--- src/rtl/control_unit.sv ---
// Processor controller: fetches 16-bit instructions from a registered ROM, decodes them and
// sequences the datapath's memory, mux, register-file and ALU controls.
module control_unit #(
  parameter int unsigned PC_W = 7
) (
  input  logic            clk,
  input  logic            rst_n,
  input  logic [15:0]     I_Data,
  output logic [PC_W-1:0] I_Addr,
  output logic            I_Rd,
  output logic [7:0]      D_Addr,
  output logic            D_WriteEn,
  output logic            MuxS,
  output logic [3:0]      RegF_W_addr,
  output logic            RegF_W_en,
  output logic [3:0]      RegF_Ra_addr,
  output logic [3:0]      RegF_Rb_addr,
  output logic [2:0]      ALU_S,
  output logic            Halt,
  output logic [3:0]      State,
  output logic [PC_W-1:0] PC,
  output logic [15:0]     IR
);

  typedef enum logic [3:0] {
    StInit   = 4'd0,
    StFetch  = 4'd1,
    StDecode = 4'd2,
    StLoadA  = 4'd3,
    StLoadB  = 4'd4,
    StStore  = 4'd5,
    StAdd    = 4'd6,
    StSub    = 4'd7,
    StNoop   = 4'd8,
    StHalt   = 4'd9
  } state_e;

  localparam logic [PC_W-1:0] PcOne = 1;

  state_e          state_q, state_d;
  logic [PC_W-1:0] pc_q, pc_d;
  logic [15:0]     ir_q, ir_d;

  logic       i_rd_d, d_we_d, muxs_d, w_en_d, halt_d;
  logic [7:0] d_addr_d;
  logic [3:0] w_addr_d, ra_d, rb_d;
  logic [2:0] alu_s_d;

  always_comb begin
    state_d = state_q;
    pc_d    = pc_q;
    ir_d    = ir_q;
    case (state_q)
      StInit:   state_d = StFetch;
      StFetch: begin
        pc_d    = pc_q + PcOne;
        state_d = StDecode;
      end
      StDecode: begin
        ir_d = I_Data;
        case (I_Data[15:12])
          4'h1:    state_d = StStore;
          4'h2:    state_d = StLoadA;
          4'h3:    state_d = StAdd;
          4'h4:    state_d = StSub;
          4'h5:    state_d = StHalt;
          default: state_d = StNoop;
        endcase
      end
      StLoadA:  state_d = StLoadB;
      StLoadB, StStore, StAdd, StSub, StNoop: state_d = StFetch;
      StHalt:   state_d = StHalt;
      default:  state_d = StInit;
    endcase
  end

  // Outputs are decoded from the upcoming state so that they appear registered yet Moore-aligned.
  always_comb begin
    i_rd_d   = 1'b0;
    d_we_d   = 1'b0;
    muxs_d   = 1'b0;
    w_en_d   = 1'b0;
    halt_d   = 1'b0;
    d_addr_d = 8'h00;
    w_addr_d = 4'h0;
    ra_d     = 4'h0;
    rb_d     = 4'h0;
    alu_s_d  = 3'd0;
    case (state_d)
      StFetch: i_rd_d = 1'b1;
      StLoadA: begin
        d_addr_d = ir_d[11:4];
        muxs_d   = 1'b1;
      end
      StLoadB: begin
        d_addr_d = ir_d[11:4];
        muxs_d   = 1'b1;
        w_addr_d = ir_d[3:0];
        w_en_d   = 1'b1;
      end
      StStore: begin
        d_addr_d = ir_d[11:4];
        ra_d     = ir_d[3:0];
        d_we_d   = 1'b1;
      end
      StAdd, StSub: begin
        ra_d     = ir_d[11:8];
        rb_d     = ir_d[7:4];
        w_addr_d = ir_d[3:0];
        w_en_d   = 1'b1;
        alu_s_d  = (state_d == StAdd) ? 3'd1 : 3'd2;
      end
      StHalt:  halt_d = 1'b1;
      default: ;
    endcase
  end

  always_ff @(posedge clk or negedge rst_n) begin
    if (!rst_n) begin
      state_q      <= StInit;
      pc_q         <= '0;
      ir_q         <= 16'h0000;
      I_Rd         <= 1'b0;
      D_WriteEn    <= 1'b0;
      MuxS         <= 1'b0;
      RegF_W_en    <= 1'b0;
      Halt         <= 1'b0;
      D_Addr       <= 8'h00;
      RegF_W_addr  <= 4'h0;
      RegF_Ra_addr <= 4'h0;
      RegF_Rb_addr <= 4'h0;
      ALU_S        <= 3'd0;
    end else begin
      state_q      <= state_d;
      pc_q         <= pc_d;
      ir_q         <= ir_d;
      I_Rd         <= i_rd_d;
      D_WriteEn    <= d_we_d;
      MuxS         <= muxs_d;
      RegF_W_en    <= w_en_d;
      Halt         <= halt_d;
      D_Addr       <= d_addr_d;
      RegF_W_addr  <= w_addr_d;
      RegF_Ra_addr <= ra_d;
      RegF_Rb_addr <= rb_d;
      ALU_S        <= alu_s_d;
    end
  end

  assign State  = state_q;
  assign PC     = pc_q;
  assign I_Addr = pc_q;
  assign IR     = ir_q;

endmodule

--- config.mk ---
export PLATFORM = sky130hd
export DESIGN_NAME = control_unit
export DESIGN_NICKNAME = d
export VERILOG_FILES = /design/src/rtl/control_unit.sv
export SDC_FILE = /design/constraint.sdc
export NUM_CORES = 1
export LEC_CHECK = 0
export ABC_AREA = 1
export BUFFER_PORTS_ARGS = -buffer_cell sky130_fd_sc_hd__buf_4
export CORE_MARGIN = 2
export CORE_UTILIZATION = 49
export DETAILED_ROUTE_END_ITERATION = 10
export PLACE_DENSITY = 0.75
export SLEW_MARGIN = 10
export SYNTH_ARGS = -nofsm -noshare
export SYNTH_HDL_FRONTEND = slang
export SYNTH_SLANG_ARGS = --single-unit
--- constraint.sdc ---
create_clock -name clk -period 1.94 [get_ports clk]
set_input_delay 0.097 -clock clk [delete_from_list [all_inputs] [get_ports clk]]
set_output_delay 0.097 -clock clk [all_outputs]
set_load 0.02 [all_outputs]
==> results of run 1 <==
## cell families after synthesis
| group | count (synthesis) | share of synthesized area [%] |
|---|---|---|
| AO/OA/AOI/OAI | 24 | 6.69 |
| adder cells (fa/ha/maj) | 1 | 0.572 |
| buffers and inverters | 37 | 8.12 |
| other | 1 | 0.171 |
| flip-flops | 54 | 61.8 |
| AND/OR/NAND/NOR | 84 | 19.7 |
| XOR/XNOR | 6 | 2.40 |
| multiplexers | 1 | 0.515 |
## registers in the layout, summed over array words and instances (netlist names)
signal and cells:
ALU_S 2, D_Addr 8, D_WriteEn 1, Halt 1
IR 16, I_Addr 7, I_Rd 1, MuxS 1
RegF_Ra_addr 4, RegF_Rb_addr 4, RegF_W_addr 4, RegF_W_en 1
State 4
## power groups by stage
stage | Clock, mW | Sequential [mW] | Combinational (mW)
final | 0.613 | 1.83 | 2.68
after global routing | 0.673 | 1.88 | 2.91
after CTS | 0.627 | 1.83 | 2.70
after detailed placement | 0 | 1.85 | 2.69
after global placement | 0 | 1.84 | 2.64
after floorplan | 0 | 2.30 | 1.23
## area by class of cell
type                    instances  area, um^2  area share [%]
clock buffers                   6        72.6            2.53
clock inverters                 2        13.8           0.479
inverters                      27         101            3.53
multi-input cells             117         658            22.9
flip-flops and latches         54        1350            47.0
well taps                      52        65.1            2.26
repair buffers                 81         611            21.3
## per-layer routing
metal | part of all wire [%] | vias to the layer above
met5 | 0 | -
met4 | 0.75 | 0
met3 | 7.5 | 4
met2 | 49 | 58
met1 | 43 | 795
li1 | - | 801
## synthesized netlist by cell type (all sizes together) (2+ instances only)
master / instances / area (um^2)
buf: 10 / 76.3
or2: 12 / 75.1
dfrtp: 54 / 1350
nand3: 15 / 103
nor2: 26 / 125
o21ai: 17 / 96.4
xor2: 5 / 43.8
nand2: 29 / 114
nor3: 2 / 15.0
o22ai: 4 / 25.0
inv: 27 / 101
## final timing paths
path                        endpoint  slack, ns  cells after the start
min in group asynchronous     IR[15]       0.36                      2
setup reg to reg           D_Addr[2]       0.18                      9
hold reg to reg               IR[13]       0.50                      2
setup / recovery           D_Addr[2]       0.18                      9
hold / removal                IR[15]       0.01                      3
max in group asynchronous   State[3]       1.15                      2
## timing repair
| action | in CTS | in global routing |
|---|---|---|
| hold buffers | 1 | 0 |
| hold endpoints to repair | 54 | 0 |
| buffers inserted | 0 | 0 |
| setup endpoints to repair | 0 | 0 |
## critical path, cell delays in order (launching register included)
cell and delay [ns]:
dfrtp_1 0.43, inv_1 0.10, nand3_2 0.11, nor2_4 0.21, buf_4 0.19, a21boi_2 0.09, nand3_4 0.13, nand2_2 0.08
nor2_4 0.21, nor2_1 0.09
## metrics by stage
stage	hold WS [ns]	power, mW	area (um^2)
2_1_floorplan	-0.199	3.54	2190
4_1_cts	0.0108	5.16	2870
3_3_place_gp	0.166	4.48	2780
3_5_place_dp	0.175	4.54	2780
5_1_grt	0.0144	5.47	2870
6_report	0.0118	5.12	2870
==> results.txt, run 1 <==
status: finished, final reports clean
post-route setup slack: 0.181 ns
crit-path max FO: 10
number of synthesized register bits: 54
ys flop type: dfrtp_1
GP Congestion: 0.774
Sw Pwr: 2.26 mW
routed via count: 1658
vias in the first global route: 1659
die height: 70.8 um
number of vias per cell: 4.89
total nets after synthesis: 227
root buffer cell: clkbuf_8
GR peak layer: met2
number of core rows: 24
power per cell area: 1780 nW/um^2
Syn. warnings: 0
Clock Pin Slew Worst Setup and Hold Paths: 0.09 ns
CP endpoint kind: register
f_max: 0.569 GHz
sequential area share after synthesis: 61.8%
Setup CP Type: reg -> reg
arrival time worst endpoint: 1.94 ns
Combinational Power Share: 52.3%
fraction of layout cells with a size suffix above 1: 40.4%
Least-Margin Pin Slew: 0.648 ns
Starting Density: 50.6%
Avg Cell Area, Syn: 10.5 um^2
Setup crit start: State[2]
total CTS buffers: 5
HP Start: I_Data[15]
RSZ-0062 raised after global routing: false
drt initial violations: 101
final-report hold violation count: 0
Die Width: 70.8 um
Syn Inst Count: 208
Final Setup Violations: 0
DRC Markers: 0
commonest non-fill, non-tap cell in the layout: buf_4
clock skew: 0.00646 ns
Inst Count DP: 330
GR Layer Usage met3: 5.98%
Peak VDD IR: 937 uV
reg-to-reg startpoint: State[2]
fin crit share: 90.6%
Req. time, crit path: 2.13 ns
Leakage: 1.55 nW
worst min path class: in -> reg
final net count: 305
clock buffer depth: 2
Sw Share: 44.1%
max cap viols: 0
pre-CTS WS: 0.200 ns
Finished Layout Cells: 339
remaining global-route overflow: 0
Resized cells post-CTS: 0
Pins Over Slew Limit: 0
initial antenna violation count: 0
DIE AREA: 5010 um^2
min cycle time layout: 1.76 ns
clk sink count: 54
Initial DRT Pass Iterations: 4
largest net degree at the start of global routing: 55
clk_lat worst skew: 0.31 ns
Post-synth EDFFs: 0
drt wl/cell: 13.7 um
met1 GRT Util: 25.1%
first-pass GRT wire length: 7.68 mm
synth-to-layout area growth: 31.4%
most frequent cells in the layout: buf_4, dfrtp_1, inv_1, nand2_1, nor2_1
total wire length: 4.65 mm
Post-DP HPWL: 3.46 mm
CTS tree: done
Total Routing Usage GR: 19.9%
Pint: 2.86 mW
distinct cell type count after synthesis: 28
Clock Power Share: 12.0%
num ports: 80
Worst slew margin: 56.8%
Syn Std Cell Area: 2190 um^2
sequential share of power: 35.7%
Inserted Diodes: 0
crit start category: register
port bufs: 78
post-synthesis async set-or-reset flop share: 100%
H-tree depth: 2
CORE AREA: 4320 um^2
met2 GRT Util: 33.3%
fill cell count: 350
antenna viol nets, final: 0
setup TNS: 0 ns
Final Core Density: 66.4%
Power figures use the tool's default switching activity.
==> run 2: changes to the inputs <==
--- a/config.mk
+++ b/config.mk
@@ -11,6 +11,7 @@
 export CORE_UTILIZATION = 49
 export DETAILED_ROUTE_END_ITERATION = 10
 export PLACE_DENSITY = 0.75
+export REMOVE_ABC_BUFFERS = 1
 export SLEW_MARGIN = 10
 export SYNTH_ARGS = -nofsm -noshare
 export SYNTH_HDL_FRONTEND = slang
==> run 2 against run 1 <==
Against the previous run:
- die area stayed put
- via count shrank 2.0%
- hold slack gained 0.012 ns
- clock power is 15% higher
- final cell count decreased by 0.29%
- total power grew 1.5%
- wire length fell by 0.52%
- count of clock-buffer cells in the layout grew 2
- sequential power is essentially flat
- combinational power is essentially flat
- setup slack got worse by 0.022 ns
- global-route usage fell by 0.76 points
- critical endpoint is now D_Addr[4]
- largest power group unchanged
==> results.txt, run 2 (synthesis gave the netlist of run 1 again) <==
status: finished, final reports clean
Clock Pin Slew Worst Setup and Hold Paths: 0.09 ns (about the same)
clk sink count: 54 (unchanged)
power per cell area: 1800 nW/um^2 (+0.80%)
fraction of layout cells with a size suffix above 1: 40.9% (+0.49 points)
total CTS buffers: 5 (unchanged)
vias in the first global route: 1518 (-8.5%)
met3 WL post-DR: 370 um (+6.3%)
crit start category: register
num ports: 80 (unchanged)
max reg flops: 16 (unchanged)
min cycle time layout: 1.78 ns (+0.0224 ns)
post-route setup slack: 0.159 ns (-0.0224 ns)
most frequent cells in the layout: buf_4, dfrtp_1, inv_1
Setup CP Type: reg -> reg
first-pass GRT wire length: 7.42 mm (-3.3%)
crit-path max FO: 11 (+1)
met2 wire length: 2.09 mm (-8.3%)
number of vias per cell: 4.81 (-1.7%)
number of core rows: 24 (unchanged)
Final Setup Violations: 0 (unchanged)
port bufs: 78 (unchanged)
clock skew: 0.00203 ns (-0.00443 ns)
GP Congestion: 0.856 (+11%)
Final Core Density: 66.9% (+0.43 points)
Worst slew margin: 55.9% (-0.92 points)
Hold Slack: 0.0242 ns (+0.0123 ns)
clock buffer depth: 2 (unchanged)
Die Width: 70.8 um (unchanged)
total chip power: 5.19 mW (+1.5%)
Peak VDD IR: 1000 uV (+7.3%)
total wire length: 4.63 mm (-0.52%)
largest net degree at the start of global routing: 55 (unchanged)
Top Layer Used: met4
initial antenna violation count: 0 (unchanged)
fin crit share: 91.8% (+1.2 points)
CTS tree: done
Initial DRT Pass Iterations: 4 (unchanged)
commonest non-fill, non-tap cell in the layout: buf_4
CP endpoint kind: register
final-report hold violation count: 0 (unchanged)
Req. time, crit path: 2.12 ns (about the same)
synth-to-layout area growth: 32.2%
routed via count: 1625 (-2.0%)
drt initial violations: 89 (-12%)
die height: 70.8 um (unchanged)
DRC Markers: 0 (unchanged)
Inserted Diodes: 0 (unchanged)
final net count: 304 (-0.33%)
Post-DP HPWL: 3.40 mm (-1.5%)
arrival time worst endpoint: 1.96 ns (+0.02 ns)
DIE AREA: 5010 um^2 (unchanged)
H-tree depth: 2 (unchanged)
CORE AREA: 4320 um^2 (unchanged)
RSZ-0062 raised after global routing: false
max cap viols: 0 (unchanged)
drt wl/cell: 13.7 um (-0.22%)
Post-CTS Setup Bufs: 0 (unchanged)
pre-CTS WS: 0.103 ns (-0.0975 ns)
worst min path class: in -> reg
met1 wire length: 2.12 mm (+6.6%)
antenna viol nets, final: 0 (unchanged)
remaining global-route overflow: 0 (unchanged)
root buffer cell: clkbuf_8
setup TNS: 0 ns (unchanged)
Pins Over Slew Limit: 0 (unchanged)
f_max: 0.562 GHz (-1.3%)
clk_lat worst skew: 0.30 ns (about the same)
Total Routing Usage GR: 19.1% (-0.76 points)
Leakage: 1.56 nW (+0.56%)
Least-Margin Pin Slew: 0.661 ns (+0.0137 ns)
Starting Density: 50.6% (unchanged)
## run 2: critical path, cell delays in order, from the launching register on
cell and delay, ns:
dfrtp_1 0.44, inv_1 0.10, nand3_2 0.09, nor2_4 0.22
buf_4 0.21, nand2_1 0.09, nand3_1 0.14, nor2_4 0.06
nor2_4 0.24, nor2_1 0.08
## run 2: report_power, final
| group | internal, mW | total, mW | switching [mW] |
|---|---|---|---|
| Combinational | 1.06 | 2.67 | 1.62 |
| Clock | 0.361 | 0.703 | 0.342 |
| Sequential | 1.54 | 1.82 | 0.273 |
| Total | 2.96 | 5.19 | 2.23 |
## run 2: final timing paths
path	startpoint	to	slack, ns	cells after the start
setup / recovery	State[3]	D_Addr[4]	0.16	9
hold / removal	I_Data[7]	IR[7]	0.02	3
setup reg to reg	State[3]	D_Addr[4]	0.16	9
hold reg to reg	IR[12]	IR[12]	0.49	2
max in group asynchronous	rst_n	I_Addr[0]	1.13	2
min in group asynchronous	rst_n	Halt	0.37	2
## run 2: routing by layer
layer / track usage [%] / vias up
met5: 0 / -
met4: 4.40 / 0
met3: 4.84 / 6
met2: 28.6 / 67
met1: 28.5 / 756
li1: - / 796
## run 2: metrics by stage
step | cells | cell area [um^2]
4_1_cts | 338 | 2890
5_1_grt | 338 | 2890
3_3_place_gp | 329 | 2770
3_5_place_dp | 329 | 2770
2_1_floorplan | 198 | 2110
6_report | 338 | 2890
## run 2: area by class of cell
type | instances | area [um^2]
clock buffers | 8 | 110
inverters | 27 | 101
repair buffers | 80 | 603
multi-input cells | 117 | 661
flip-flops and latches | 54 | 1350
well taps | 52 | 65.1
fillers | 358 | 1430
## run 2: what timing repair did
item / in CTS / in global routing
endpoints found under the setup margin: 0 / 11
hold endpoints to repair: 54 / 0
hold buffers: 1 / 0
resized for setup: 0 / 7
==> run 3: changes to the inputs <==
--- a/config.mk
+++ b/config.mk
@@ -5,12 +5,11 @@
 export SDC_FILE = /design/constraint.sdc
 export NUM_CORES = 1
 export LEC_CHECK = 0
-export ABC_AREA = 1
 export BUFFER_PORTS_ARGS = -buffer_cell sky130_fd_sc_hd__buf_4
 export CORE_MARGIN = 2
-export CORE_UTILIZATION = 49
+export CORE_UTILIZATION = 48
 export DETAILED_ROUTE_END_ITERATION = 10
-export PLACE_DENSITY = 0.75
+export PLACE_DENSITY = 0.74
 export REMOVE_ABC_BUFFERS = 1
 export SLEW_MARGIN = 10
 export SYNTH_ARGS = -nofsm -noshare
==> run 3 against run 2 <==
Against the previous run:
- hold slack improved by 0.030 ns
- non-clock buffer count is 7 higher
- sequential power fell by 2%
- critical path type unchanged
- clock skew is 0.0010 ns higher
- total power decreased by 3.6%
==> results.txt, run 3 <==
f_max: 0.549 GHz (-2.2%)
largest net degree at the start of global routing: 55 (unchanged)
Inserted Diodes: 0 (unchanged)
number of core rows: 24 (unchanged)
Die Width: 70.9 um (+0.18%)
initial antenna violation count: 0 (unchanged)
arrival time worst endpoint: 1.99 ns (+0.03 ns)
Yosys top cell area share: 62.8% (+1.0 points)
DIE AREA: 5030 um^2 (+0.37%)
fin crit share: 93.9% (+2.1 points)
largest family of logic cells by synthesized area: simple AND/OR/NAND/NOR gates
post-synthesis adder-cell area fraction: 0.582% (+0.0097 points)
sequential area share after synthesis: 62.8% (+1.0 points)
Final Core Density: 65.8% (-1.0 points)
Setup CP Type: reg -> reg
most frequent cells in the layout: buf_4, dfrtp_1, nor2_1
Req. time, crit path: 2.11 ns (about the same)
Least-Margin Pin Slew: 0.796 ns (+0.134 ns)
clk sink count: 54 (unchanged)
number of vias per cell: 4.97 (+3.4%)
Starting Density: 49.7% (-0.84 points)
GP Congestion: 0.818 (-4.5%)
status: finished, final reports clean
Pins Over Slew Limit: 0 (unchanged)
Final Setup Violations: 0 (unchanged)
CTS tree: done
setup TNS: 0 ns (unchanged)
CORE AREA: 4320 um^2 (unchanged)
crit-path max FO: 12 (+1)
max reg flops: 16 (unchanged)
Peak VDD IR: 771 uV (-23%)
DRC Markers: 0 (unchanged)
Synth Area in Simple Gates: 11.3% (-8.5 points)
power per cell area: 1760 nW/um^2 (-2.1%)
port bufs: 78 (unchanged)
crit start category: register
num ports: 80 (unchanged)
drt initial violations: 57 (-36%)
CP endpoint kind: register
die height: 70.9 um (+0.18%)
fraction of layout cells with a size suffix above 1: 42.6% (+1.7 points)
Leakage: 1.54 nW (-1.5%)
clk_lat worst skew: 0.29 ns (about the same)
Syn Std Cell Area: 2150 um^2 (-1.7%)
post-synthesis async set-or-reset flop share: 100% (unchanged)
Post-DP HPWL: 3.12 mm (-8.3%)
ranking of synthesized cells by area: dfrtp_1, mux2i_1, buf_4
RSZ-0062 raised after global routing: false
vias in the first global route: 1505 (-0.86%)
Clock Pin Slew Worst Setup and Hold Paths: 0.09 ns (about the same)
root buffer cell: clkbuf_8
remaining global-route overflow: 0 (unchanged)
worst min path class: in -> reg
clock skew: 0.00303 ns (+0.00100 ns)
commonest non-fill, non-tap cell in the layout: buf_4
min cycle time layout: 1.82 ns (+0.0409 ns)
total CTS buffers: 5 (unchanged)
synth-to-layout area growth: 32.3%
routed via count: 1496 (-7.9%)
Total Routing Usage GR: 18.0% (-1.1 points)
area leader, netlist: dfrtp_1
H-tree depth: 2 (unchanged)
Post-synth EDFFs: 0 (unchanged)
Avg Cell Area, Syn: 12.7 um^2 (+21%)
distinct cell type count after synthesis: 41 (+46%)
total wire length: 4.37 mm (-5.6%)
number of synthesized register bits: 54 (unchanged)
ys flop type: dfrtp_1
drt wl/cell: 14.5 um (+6.1%)
max cap viols: 0 (unchanged)
Worst slew margin: 46.6% (-9.3 points)
final-report hold violation count: 0 (unchanged)
post-synthesis compound-gate area fraction: 6.98% (+0.29 points)
clock buffer depth: 2 (unchanged)
most frequent cells after synthesis: dfrtp_1, nor2_1, inv_1
Post-Synth XOR/XNOR Area: 2.85% (+0.45 points)
first-pass GRT wire length: 7.09 mm (-4.5%)
Syn. warnings: 0 (unchanged)
Syn Inst Count: 169 (-19%)
antenna viol nets, final: 0 (unchanged)
mux cell area share after synthesis: 8.20% (+7.7 points)
total chip power: 5.00 mW (-3.6%)
final net count: 268 (-12%)
Initial DRT Pass Iterations: 4 (unchanged)
top-count cell post-synth: dfrtp_1
-- run 3: cell count changes after synthesis, sizes merged, moves of 8 or more --
cell,previous run,this run
inv,27,13
o21ai,17,3
mux2i,0,12
nand2,29,4
nor2,26,18
or2,12,1
nand3,15,1
-- run 3: path summary, 6_finish.rpt --
kind / start / end / slack, ns / cells after the start
setup reg to reg: State[3] / RegF_Ra_addr[3] / 0.12 / 4
max in group asynchronous: rst_n / IR[15] / 1.12 / 2
min in group asynchronous: rst_n / I_Addr[1] / 0.37 / 2
setup / recovery: State[3] / RegF_Ra_addr[3] / 0.12 / 4
hold / removal: I_Data[4] / IR[4] / 0.05 / 3
hold reg to reg: I_Addr[6] / I_Addr[6] / 0.50 / 1
-- run 3: final cells by class --
| type | instances | area, um^2 |
|---|---|---|
| Inverter | 13 | 48.8 |
| Fill cell | 371 | 1480 |
| Clock buffer | 5 | 68.8 |
| Clock inverter | 2 | 10.0 |
| Sequential cell | 54 | 1350 |
| Multi-Input combinational cell | 88 | 647 |
| Timing Repair Buffer | 87 | 656 |
| Tap cell | 52 | 65.1 |
-- run 3: timing repair --
| action | 4_1_cts | 5_1_grt |
|---|---|---|
| setup buffers | 0 | 0 |
| resized for setup | 0 | 0 |
| hold buffers | 1 | 0 |
| endpoints found under the hold margin | 54 | 0 |
-- run 3: cell families (layout without fill, tap and decap cells) --
group                    Yosys count  count (layout)
AO/OA/AOI/OAI                     18              18
XOR/XNOR                           7               7
adder cells (fa/ha/maj)            1               1
buffers and inverters             27             107
flip-flops                        54              54
multiplexers                      17              17
other                              1               1
AND/OR/NAND/NOR                   44              44
-- run 3: layer usage --
metal	track usage [%]	up-vias	routed length (um)	share of wire (%)
li1	-	716	-	-
met1	23.8	714	1880	43
met2	28.2	59	2050	47
met3	6.27	7	390	8.9
met4	5.24	0	55	1.3
met5	0	-	0	0
-- run 3: power breakdown --
group	internal (mW)	switching (mW)	leakage, nW
clock network	0.243	0.336	0.0438
registers	1.54	0.246	0.696
logic	1.13	1.51	0.796
total	2.92	2.09	1.54
-- run 3: critical path, cell delays in order (launching register included) --
cell and delay (ns):
dfrtp_1 0.41, or4b_1 0.60, buf_4 0.26, mux2i_1 0.29, o32ai_1 0.14
-- run 3: through the flow --
step,std cells,setup WS (ns),cell area (um^2),hold slack (ns)
after floorplan,155,-0.263,2050,-0.199
after global placement,293,0.200,2760,0.175
after detailed placement,293,0.140,2760,0.173
after CTS,301,0.133,2850,0.0462
after global routing,301,0.0371,2850,0.0699
final,301,0.118,2850,0.0537
